===== src/rtl/sm_1118_adc_emulator.sv =====
// ADC128S022 responder: oversampled SPI slave that serves 12-bit channel values from ch_data.
// Optional build macro SM_ADC_EMU_NOISE_EN adds LFSR dither on the two LSBs of each snapshot.
module sm_1118_adc_emulator #(
    parameter int unsigned SYNC_STAGES = 2
) (
    input  logic        clk_50M,
    input  logic        rst_n,
    input  logic        adc_sck,
    input  logic        adc_cs_n,
    input  logic        din,
    input  logic [95:0] ch_data,
    output logic        dout,
    output logic        dout_oe,
    output logic        frame_done,
    output logic [2:0]  frame_addr,
    output logic        frame_abort
);

    typedef enum logic {StIdle, StActive} state_e;

    state_e state_q, state_d;

    logic [SYNC_STAGES-1:0] sck_sync_q, sck_sync_d;
    logic [SYNC_STAGES-1:0] cs_sync_q, cs_sync_d;
    logic [SYNC_STAGES-1:0] din_sync_q, din_sync_d;
    logic                   sck_prev_q, sck_prev_d;
    logic                   cs_prev_q, cs_prev_d;

    logic [4:0]  edge_cnt_q, edge_cnt_d;
    logic [2:0]  addr_sh_q, addr_sh_d;
    logic [2:0]  cur_addr_q, cur_addr_d;
    logic [2:0]  frame_addr_q, frame_addr_d;
    logic [11:0] sh_q, sh_d;
    logic        dout_q, dout_d;
    logic        dout_oe_q, dout_oe_d;
    logic        done_q, done_d;
    logic        abort_q, abort_d;

    logic        sck_s, cs_s, din_s;
    logic        sck_rise, sck_fall, cs_fall;
    logic [11:0] ch_sel;
    logic [11:0] snap;
    logic        snap_load;

    always_comb begin
        sck_sync_d = {sck_sync_q[SYNC_STAGES-2:0], adc_sck};
        cs_sync_d  = {cs_sync_q[SYNC_STAGES-2:0], adc_cs_n};
        din_sync_d = {din_sync_q[SYNC_STAGES-2:0], din};
        sck_s      = sck_sync_q[SYNC_STAGES-1];
        cs_s       = cs_sync_q[SYNC_STAGES-1];
        din_s      = din_sync_q[SYNC_STAGES-1];
        sck_prev_d = sck_s;
        cs_prev_d  = cs_s;
        sck_rise   = sck_s & ~sck_prev_q;
        sck_fall   = ~sck_s & sck_prev_q;
        cs_fall    = ~cs_s & cs_prev_q;
    end

    always_comb begin
        ch_sel = ch_data[11:0];
        for (int i = 0; i < 8; i++) begin
            if (cur_addr_q == 3'(i)) begin
                ch_sel = ch_data[12*i +: 12];
            end
        end
    end

`ifdef SM_ADC_EMU_NOISE_EN
    logic [15:0] lfsr_q, lfsr_d;
    logic        lfsr_fb;

    always_comb begin
        lfsr_fb = lfsr_q[15] ^ lfsr_q[13] ^ lfsr_q[12] ^ lfsr_q[10];
        lfsr_d  = lfsr_q;
        if (snap_load) begin
            lfsr_d = {lfsr_q[14:0], lfsr_fb};
        end
        snap = ch_sel ^ {10'd0, lfsr_q[1:0]};
    end

    always_ff @(posedge clk_50M or negedge rst_n) begin
        if (!rst_n) begin
            lfsr_q <= 16'hACE1;
        end else begin
            lfsr_q <= lfsr_d;
        end
    end
`else
    always_comb begin
        snap = ch_sel;
    end
`endif

    always_comb begin
        state_d      = state_q;
        edge_cnt_d   = edge_cnt_q;
        addr_sh_d    = addr_sh_q;
        cur_addr_d   = cur_addr_q;
        frame_addr_d = frame_addr_q;
        sh_d         = sh_q;
        dout_d       = dout_q;
        dout_oe_d    = dout_oe_q;
        done_d       = 1'b0;
        abort_d      = 1'b0;
        snap_load    = 1'b0;

        unique case (state_q)
            StIdle: begin
                dout_d    = 1'b0;
                dout_oe_d = 1'b0;
                if (cs_fall) begin
                    state_d    = StActive;
                    edge_cnt_d = 5'd0;
                    dout_oe_d  = 1'b1;
                end
            end
            StActive: begin
                // cs_n high takes priority over any sck edge seen in the same clk
                if (cs_s) begin
                    state_d   = StIdle;
                    dout_d    = 1'b0;
                    dout_oe_d = 1'b0;
                    abort_d   = (edge_cnt_q != 5'd0) && (edge_cnt_q != 5'd16);
                end else if (sck_rise) begin
                    if (edge_cnt_q inside {[5'd2:5'd4]}) begin
                        addr_sh_d = {addr_sh_q[1:0], din_s};
                    end
                    if (edge_cnt_q >= 5'd15) begin
                        edge_cnt_d   = 5'd0;
                        cur_addr_d   = addr_sh_q;
                        frame_addr_d = addr_sh_q;
                        done_d       = 1'b1;
                    end else begin
                        edge_cnt_d = edge_cnt_q + 5'd1;
                    end
                end else if (sck_fall) begin
                    // Falling edge k arrives with edge_cnt == k-1 and drives bit k+1
                    if (edge_cnt_q == 5'd3) begin
                        sh_d      = snap;
                        dout_d    = snap[11];
                        snap_load = 1'b1;
                    end else if (edge_cnt_q inside {[5'd4:5'd14]}) begin
                        dout_d = sh_q[10];
                        sh_d   = {sh_q[10:0], 1'b0};
                    end else begin
                        dout_d = 1'b0;
                    end
                end
            end
            default: begin
                state_d = StIdle;
            end
        endcase
    end

    always_ff @(posedge clk_50M or negedge rst_n) begin
        if (!rst_n) begin
            sck_sync_q   <= '1;
            cs_sync_q    <= '1;
            din_sync_q   <= '0;
            sck_prev_q   <= 1'b1;
            cs_prev_q    <= 1'b1;
            state_q      <= StIdle;
            edge_cnt_q   <= 5'd0;
            addr_sh_q    <= 3'd0;
            cur_addr_q   <= 3'd0;
            frame_addr_q <= 3'd0;
            sh_q         <= 12'd0;
            dout_q       <= 1'b0;
            dout_oe_q    <= 1'b0;
            done_q       <= 1'b0;
            abort_q      <= 1'b0;
        end else begin
            sck_sync_q   <= sck_sync_d;
            cs_sync_q    <= cs_sync_d;
            din_sync_q   <= din_sync_d;
            sck_prev_q   <= sck_prev_d;
            cs_prev_q    <= cs_prev_d;
            state_q      <= state_d;
            edge_cnt_q   <= edge_cnt_d;
            addr_sh_q    <= addr_sh_d;
            cur_addr_q   <= cur_addr_d;
            frame_addr_q <= frame_addr_d;
            sh_q         <= sh_d;
            dout_q       <= dout_d;
            dout_oe_q    <= dout_oe_d;
            done_q       <= done_d;
            abort_q      <= abort_d;
        end
    end

    assign dout        = dout_q;
    assign dout_oe     = dout_oe_q;
    assign frame_done  = done_q;
    assign frame_addr  = frame_addr_q;
    assign frame_abort = abort_q;

endmodule


===== config.mk =====
export PLATFORM = sky130hd
export DESIGN_NAME = sm_1118_adc_emulator
export DESIGN_NICKNAME = d
export VERILOG_FILES = /design/src/rtl/sm_1118_adc_emulator.sv
export SDC_FILE = /design/constraint.sdc
export NUM_CORES = 1
export LEC_CHECK = 0
export BUFFER_PORTS_ARGS = -buffer_cell sky130_fd_sc_hd__buf_2
export CORE_MARGIN = 1.5
export CORE_UTILIZATION = 49
export CTS_BUF_LIST = sky130_fd_sc_hd__clkbuf_4 sky130_fd_sc_hd__clkbuf_8
export CTS_CLUSTER_SIZE = 24
export DETAILED_ROUTE_END_ITERATION = 10
export HOLD_SLACK_MARGIN = 0.1
export PLACE_DENSITY = 0.82
export REMOVE_ABC_BUFFERS = 1
export SYNTH_ARGS = -nofsm -noshare
export SYNTH_HDL_FRONTEND = slang
export SYNTH_SLANG_ARGS = --single-unit

===== constraint.sdc =====
create_clock -name clk_50M -period 2.3 [get_ports clk_50M]
set_input_delay 0.46 -clock clk_50M [delete_from_list [all_inputs] [get_ports clk_50M]]
set_output_delay 0.46 -clock clk_50M [all_outputs]
set_load 0.01 [all_outputs]

# [Yosys cells after proc, flatten, opt, wreduce, memory -nomap -nowiden]
# Index checks and enable logic that the tools add are counted.
[totals] reg_bits=35 in_bits=101 out_inout_bits=7 wordCells=84
[classes] n_addsub=1 magnitude_cmp=5 eq_ne=15 n_mux=31 bitwise_logic=8 n_reduce_logical=10
[op_table] cell="$mux 12" n=7
[op_table] cell="$mux 11" n=2
[op_table] cell="$mux 5" n=4
[op_table] cell="$mux 1" n=14
[op_table] cell="$eq 3x3->1 const B" n=4
[op_table] cell="$pmux 5 s2" n=1
[op_table] cell="$reduce_and 4->1" n=2
[op_table] cell="$eq 3x2->1 const B" n=2
[op_table] cell="$pmux 1 s2" n=3
[op_table] cell="$add 5x1->5 const B" n=1
[op_table] cell="$eq 5x2->1 const B" n=1
[op_table] cell="$ge 5x2->1 const B" n=1
[op_table] cell="$ge 5x3->1 const B" n=1
[op_table] cell="$ge 5x4->1 const B" n=1
[op_table] cell="$le 5x3->1 const B" n=1
[op_table] cell="$le 5x4->1 const B" n=1
[op_table] cell="$ne 5x5->1 const B" n=1
[op_table] cell="$not 1->1" n=5
[op_table] cell="$reduce_and 5->1" n=1
[op_table] cell="$reduce_bool 5->1" n=1
[op_table] cell="$ne 2x1->1 const B" n=2
[op_table] cell="$ne 2x2->1 const B" n=2
[op_table] cell="$and 1x1->1" n=3
[op_table] cell="$eq 3x1->1 const B" n=1
[op_table] cell="6 further kinds" n=8

# [Logic depth before layout (Yosys ltp)]
# Gate-level depths: netlist of run 1.
[depth] depth_word=13 mapped_depth=6 depth_no_buf=6

# [Worst setup path after synthesis of run 1]
# OpenSTA, ideal clock, no wires.
[synth_path] path_kind="reg-to-reg" start="register edge_cnt_q[1]" end="register frame_addr_q[0], in the netlist frame_addr[0]" setup_time_ps=125 arrival_ps=1752 t_required_ps=2175 slack_ps=423 stages_incl_launch_ff=6 path_buffers=0 synth_period_minus_slack_ps=1877 cell_sequence="dfrtp_1 > ha_1 > and3_1 > ha_1 > o21ai_0 > mux2_2"
[synth_between] elab_chain_len=2
[synth_rtl] element="start, declared" line="29" source="logic [4:0] edge_cnt_q, edge_cnt_d;"
[synth_rtl] element="start signal, assigned" line="180" source="edge_cnt_q <= edge_cnt_d;"
[synth_rtl] element="$ge 5x4->1" line="128" source="if (edge_cnt_q >= 5'd15) begin"
[synth_rtl] element="$reduce_and 4->1 (no line)"
[synth_rtl] element="end signal, assigned" line="183" source="frame_addr_q <= frame_addr_d;"
[synth_rtl] element="end, declared" line="32" source="logic [2:0] frame_addr_q, frame_addr_d;"
# Every way passes these cells.
# A chain may end at the register's enable or synchronous reset.

# [Worst setup path after layout of run 1]
[layout_path] start="register edge_cnt_q[1]" end="register frame_addr_q[2], in the netlist frame_addr[2]"
# Same word-level chain as after synthesis.

==> results of run 1 <==
-- registers in the layout, indices dropped and copies added (netlist names), 2 cells and up --
signal,cells
din_sync_q,2
sck_sync_q,2
sh_q,11
addr_sh_q,3
edge_cnt_q,5
frame_addr,3
cs_sync_q,2
-- layout by cell type (no fill, tap or decap), drive strengths merged, types with 4 or more instances in the layout --
cell type | synthesis | routed
mux2i | 15 | 15
clkbuf | 8 | 6
nand2b | 5 | 5
a221oi | 11 | 11
nand3 | 12 | 12
o311ai | 12 | 12
mux2 | 7 | 7
a21oi | 7 | 7
o2bb2ai | 11 | 11
or4bb | 6 | 6
inv | 7 | 7
o211ai | 18 | 18
dfrtp | 29 | 29
nor2 | 24 | 24
ha | 4 | 4
nand2 | 24 | 24
o21ai | 13 | 13
dfstp | 6 | 6
buf | 16 | 114
-- worst max-delay path by stage --
stage	from	endpoint	slack [ns]	cells past startpoint
2_1_floorplan	frame_addr[1]	sh_q[0]	-0.09	4
3_3_place_gp	edge_cnt_q[1]	frame_addr[1]	0.30	5
3_5_place_dp	edge_cnt_q[1]	frame_addr[2]	0.21	5
4_1_cts	edge_cnt_q[1]	frame_addr[2]	0.19	5
5_1_grt	edge_cnt_q[1]	dout	0.07	5
6_report	edge_cnt_q[1]	frame_addr[2]	0.18	5
-- synth_stat cells (2+ instances only) --
cell type	instances	share of area
nand2_1	24	0.036
o21ai_0	13	0.026
o2bb2ai_1	11	0.038
nor2b_1	3	0.0075
mux2_2	6	0.027
or3_1	2	0.0050
nand4bb_1	3	0.013
clkbuf_1	8	0.012
ha_1	4	0.020
a2bb2oi_1	2	0.0070
buf_4	3	0.0090
or2_2	2	0.0050
a41oi_1	3	0.010
nand2b_1	4	0.010
inv_1	7	0.010
nand3b_1	3	0.0090
o211ai_1	18	0.054
and3_1	2	0.0050
buf_6	2	0.0090
buf_2	8	0.016
mux2i_1	15	0.060
o22ai_1	2	0.0050
nor2_1	24	0.036
nand3_1	12	0.024
o311ai_1	11	0.038
or4bb_1	6	0.027
dfstp_2	6	0.063
dfrtp_1	29	0.29
a21oi_1	7	0.014
buf_1	3	0.0045
a221oi_1	11	0.038
-- per-layer routing --
metal | GRT usage | up-vias
met5 | 0 | -
met4 | 0.0828 | 0
met3 | 0.0528 | 10
met2 | 0.426 | 77
met1 | 0.302 | 1203
li1 | - | 1239
-- cells by family after synthesis --
kind of cell	after synthesis	share of synthesized area
buffers and inverters	31	0.0609
DFF	35	0.352
and+or+nand+nor	92	0.207
muxes	22	0.0914
AOI/OAI and AO/OA	88	0.269
adders and majority gates	4	0.0200
-- critical path, cell delays in order (launching register included) --
cell and delay [ns]:
dfrtp_1 0.46, ha_1 0.29, and3_1 0.21, ha_1 0.20
o21ai_0 0.45, mux2_2 0.40
-- power by group --
| group | switching (µW) | internal, µW | total, µW |
|---|---|---|---|
| Combinational | 91.2 | 120 | 211 |
| Sequential | 37.4 | 665 | 703 |
| Clock | 222 | 350 | 572 |
-- per-stage QoR --
step	hold slack (ns)	worst slack, ns	TNS, ns	std cells	util
CTS	0.249	0.191	0	437	0.662
global route	0.254	0.0712	0	437	0.662
global placement	0.340	0.302	0	429	0.638
finish	0.241	0.176	0	437	0.662
floorplan	0.164	-0.0941	-0.605	248	-
detailed placement	0.341	0.210	0	429	0.638
-- layout make-up --
type	instances	area [µm²]	share of cell area
sequential	35	885	0.277
inverter	7	26.3	0.00824
multi-input combinational	206	1480	0.463
clock buffer	6	82.6	0.0259
timing repair buffer	114	601	0.188
clock inverter	2	35.0	0.0110
tap	67	83.8	0.0263
==> impl_metrics.env, run 1 <==
export IMPL_outcome="completed"
export IMPL_ys_types=49
export IMPL_ys_warn_count=0
export IMPL_period_needed_ns=2.12
export IMPL_die_h_um=74.5
export IMPL_grt_use_total=0.245
export IMPL_crit_required_ns=2.48
export IMPL_hold_viol_final=0
export IMPL_via_count=2529
export IMPL_dr_pass1_iters=4
export IMPL_seq_area_frac_synth=0.352
export IMPL_syn_area_per_cell_um2=9.21
export IMPL_irDropWorstVdd_v=0.000259
export IMPL_cp_max_fo=8
export IMPL_drive_above_1_share=0.384
export IMPL_grt_ovfl_total=0
export IMPL_numCtsBuffers=5
export IMPL_clkTransAtPathRegs_ns=0.07
export IMPL_grt_pass1_wl_um=10400
export IMPL_max_cap_viol_count=0
export IMPL_p_leak_uw=0.00146
export IMPL_worstMarginPinSlew_ns=0.887
export IMPL_r2r_cells=5
export IMPL_end_kind="flip-flop"
export IMPL_cts_tree="yes"
export IMPL_dr_first_iter_drc_count=105
export IMPL_post_cts_buffers=0
export IMPL_total_power_uw=1490
export IMPL_syn_inst=272
export IMPL_die_width_um=74.5
export IMPL_hold_path_class="input pin to async pin"
export IMPL_power_density_mw_per_mm2=466
export IMPL_maxSlewViolCount=0
export IMPL_slew_headroom=0.408
export IMPL_placed_cell_area_mm2=0.00307
export IMPL_rows=25
export IMPL_ys_seq_elements=35
export IMPL_cts_resized=0
export IMPL_r2r_start="edge_cnt_q[1]"
export IMPL_wl_um=6450
export IMPL_finClkSkew_ns=0.00539
export IMPL_met2_length_um=3250
export IMPL_clock_sinks=35
export IMPL_worstSkewPairLatency_ns=0.29
export IMPL_ctsLongestPathBuffers=2
export IMPL_dp_hpwl_um=4850
export IMPL_die_area_mm2=0.00555
export IMPL_async_flop_share=1.00
export IMPL_n_fill_cell=414
export IMPL_portBuffers=107
export IMPL_ant_nets=0
export IMPL_synth_edf_count=0
export IMPL_cts_root_buf="clkbuf_8"
export IMPL_reg2reg_slack_ns=0.18
export IMPL_fin_nets=474
export IMPL_wl_met3_um=353
export IMPL_drc=0
export IMPL_m1WireLength_um=2750
export IMPL_area_growth_syn_to_layout_pct=27.3
export IMPL_diodes=0
export IMPL_setup_viol=0
export IMPL_reg2reg_to="frame_addr[2]"
export IMPL_finalCritPeriodShare=0.924
export IMPL_arrival_ns=2.30
export IMPL_worst_setup_path_type="flip-flop to flip-flop"
export IMPL_max_freq_ghz=0.471
export IMPL_ys_flop_type="dfrtp_1"
export IMPL_wl_per_cell_um=14.8
export IMPL_first_global_vias=2344
export IMPL_antenna_found_initial=0
export IMPL_start_kind="flip-flop"
export IMPL_start_util=0.520
export IMPL_finalInstanceArea_mm2=0.00319
export IMPL_postCtsHoldBufs=0
export IMPL_viasPerCell=5.79
export IMPL_cts_max_level=2
export IMPL_grt_max_degree=36
export IMPL_netlist_area_mm2=0.00251
export IMPL_core_mm2=0.00482
export IMPL_place_congestion=0.818
export IMPL_grt_setup_unrepaired="false"
export IMPL_top_layer_used="met4"
export IMPL_boundaryPins=108
No activity file was read; power rests on OpenSTA's default activity.
==> run 2: changes to the inputs <==
Settings changed: CORE_UTILIZATION 49 to 50, PLACE_DENSITY 0.82 to 0.83.
==> run 2 against run 1 <==
Against the previous run:
- fmax down 0.35%
- sequential power about the same
- die area down 1.9%
- cell area up 1.1%
- count of clock-buffer cells in the layout up 2
- register-to-register slack about the same
- via count up 4.8%
- wire length up 4.9%
==> impl_metrics.env, run 2 (synthesized netlist as in run 1, its figures left out) <==
export IMPL_largest_reg_flops=11
export IMPL_dr_pass1_iters=5
export IMPL_postCtsHoldBufs=0
export IMPL_switchingPower_uw=352
export IMPL_grt_use_total=0.251
export IMPL_intPower_uw=1070
export IMPL_wl_per_cell_um=15.3
export IMPL_power_density_mw_per_mm2=441
export IMPL_outcome="completed"
export IMPL_worst_setup_path_type="flip-flop to flip-flop"
export IMPL_portBuffers=107
export IMPL_path_cells="ha_1, and3_1, ha_1, o21ai_0, mux2_2"
export IMPL_via_count=2651
export IMPL_p_seq_frac=0.495
export IMPL_antenna_found_initial=0
export IMPL_ant_nets=0
export IMPL_hold_viol_final=0
export IMPL_path_common_cell="ha_1"
export IMPL_wl_um=6770
export IMPL_rows=25
export IMPL_drc=0
export IMPL_setup_viol=0
export IMPL_largest_register="sh_q"
export IMPL_share_comb_of_total_power=0.152
export IMPL_fin_ws_ns=0.168
export IMPL_layout_common_cells="buf_2 (107), dfrtp_1 (28), nor2_1 (24), nand2_1 (24), o211ai_1 (18)"
export IMPL_grt_max_degree=36
export IMPL_start_util=0.524
export IMPL_finalInstanceArea_mm2=0.00323
export IMPL_slew_headroom=0.491
export IMPL_core_mm2=0.00479
export IMPL_worstSkewPairLatency_ns=0.29
export IMPL_drive_above_1_share=0.391
export IMPL_reg2reg_to="frame_addr[2]"
export IMPL_end_kind="flip-flop"
export IMPL_maxSlewViolCount=0
export IMPL_r2r_cells=5
export IMPL_period_needed_ns=2.13
export IMPL_first_global_vias=2386
export IMPL_numCtsBuffers=5
export IMPL_r2r_start="edge_cnt_q[1]"
export IMPL_arrival_ns=2.31
export IMPL_area_growth_syn_to_layout_pct=28.8
export IMPL_finClkSkew_ns=0.00169
export IMPL_viasPerCell=5.98
export IMPL_dp_hpwl_um=5210
export IMPL_max_freq_ghz=0.469
export IMPL_ctsLongestPathBuffers=2
export IMPL_sw_frac_of_total=0.248
export IMPL_max_cap_viol_count=0
export IMPL_place_congestion=0.855
export IMPL_fin_nets=480
export IMPL_worstMarginPinSlew_ns=0.762
export IMPL_cts_resized=0
export IMPL_grt_ovfl_total=0
export IMPL_cp_max_fo=8
export IMPL_dr_first_iter_drc_count=256
export IMPL_cts_tree="yes"
export IMPL_layout_commonest_cell="buf_2"
export IMPL_critPathTopFamily="adder cells"
export IMPL_die_area_mm2=0.00545
export IMPL_clkTransAtPathRegs_ns=0.07
export IMPL_irDropWorstVdd_v=0.000430
export IMPL_grt_setup_unrepaired="false"
export IMPL_hold_path_class="input pin to async pin"
export IMPL_cpMaxStageDelayCell="o21ai_0"
export IMPL_n_fill_cell=391
export IMPL_critPathBufInv=0
export IMPL_dp_slack_ns=0.189
export IMPL_clock_sinks=35
export IMPL_diodes=0
export IMPL_fin_cells=443
export IMPL_reg2reg_slack_ns=0.17
export IMPL_grt_pass1_wl_um=10600
export IMPL_start_kind="flip-flop"
export IMPL_finalCritPeriodShare=0.927
export IMPL_cts_max_level=2
export IMPL_total_power_uw=1420
export IMPL_critical_path_max_stage_delay_ns=0.47
export IMPL_placed_cell_area_mm2=0.00312
export IMPL_crit_required_ns=2.48
export IMPL_top_regs="sh_q x11, edge_cnt_q x5"
export IMPL_dp_cells=435
export IMPL_post_cts_buffers=0
export IMPL_p_leak_uw=0.00149
export IMPL_boundaryPins=108
export IMPL_die_width_um=73.8
export IMPL_cts_root_buf="clkbuf_8"
export IMPL_power_frac_clock=0.353
export IMPL_die_h_um=73.8
[run 2: cell types whose count changed in the layout (fill, tap and decap cells not counted)]
cell / change
clkbuf_4: +1
clkinv_2: -1
buf_12: +1
o311ai_1: +1
buf_4: +5
bufinv_16: -1
clkbuf_8: +1
o311ai_2: -1
[run 2: cell type report]
type / count / area, µm² / area share
repair buffers: 120 / 658 / 0.204
well taps: 67 / 83.8 / 0.0260
inverters: 7 / 26.3 / 0.00814
clock buffers: 8 / 104 / 0.0322
flip-flops and latches: 35 / 885 / 0.274
multi-input cells: 206 / 1470 / 0.456
[run 2: per-layer routing]
metal / vias to the layer above / track usage / routed length, µm
li1: 1256 / - / -
met1: 1253 / 0.326 / 2880
met2: 123 / 0.418 / 3390
met3: 19 / 0.0412 / 336
met4: 0 / 0.0905 / 162
met5: - / 0 / 0
[run 2: how the worst max path moves through the flow]
stage / end / from / cells past startpoint / slack [ns]
5_1_grt: frame_addr[2] / edge_cnt_q[1] / 5 / 0.06
3_5_place_dp: frame_addr[2] / edge_cnt_q[1] / 5 / 0.19
4_1_cts: frame_addr[2] / edge_cnt_q[1] / 5 / 0.18
2_1_floorplan: sh_q[0] / frame_addr[1] / 4 / -0.09
3_3_place_gp: frame_addr[1] / edge_cnt_q[1] / 5 / 0.31
6_report: frame_addr[2] / edge_cnt_q[1] / 5 / 0.17
[run 2: power by group through the flow]
stage	clock network (µW)	registers (µW)	logic, µW
after floorplan	0	704	96.3
after global placement	0	710	207
after detailed placement	0	713	216
after CTS	506	703	217
after global routing	523	712	242
final	503	705	216
[run 2: through the flow]
stage / hold slack [ns] / util / setup TNS, ns
5_1_grt: 0.259 / 0.674 / 0
2_1_floorplan: 0.164 / - / -0.605
6_report: 0.227 / 0.674 / 0
3_3_place_gp: 0.335 / 0.653 / 0
3_5_place_dp: 0.339 / 0.653 / 0
4_1_cts: 0.257 / 0.674 / 0
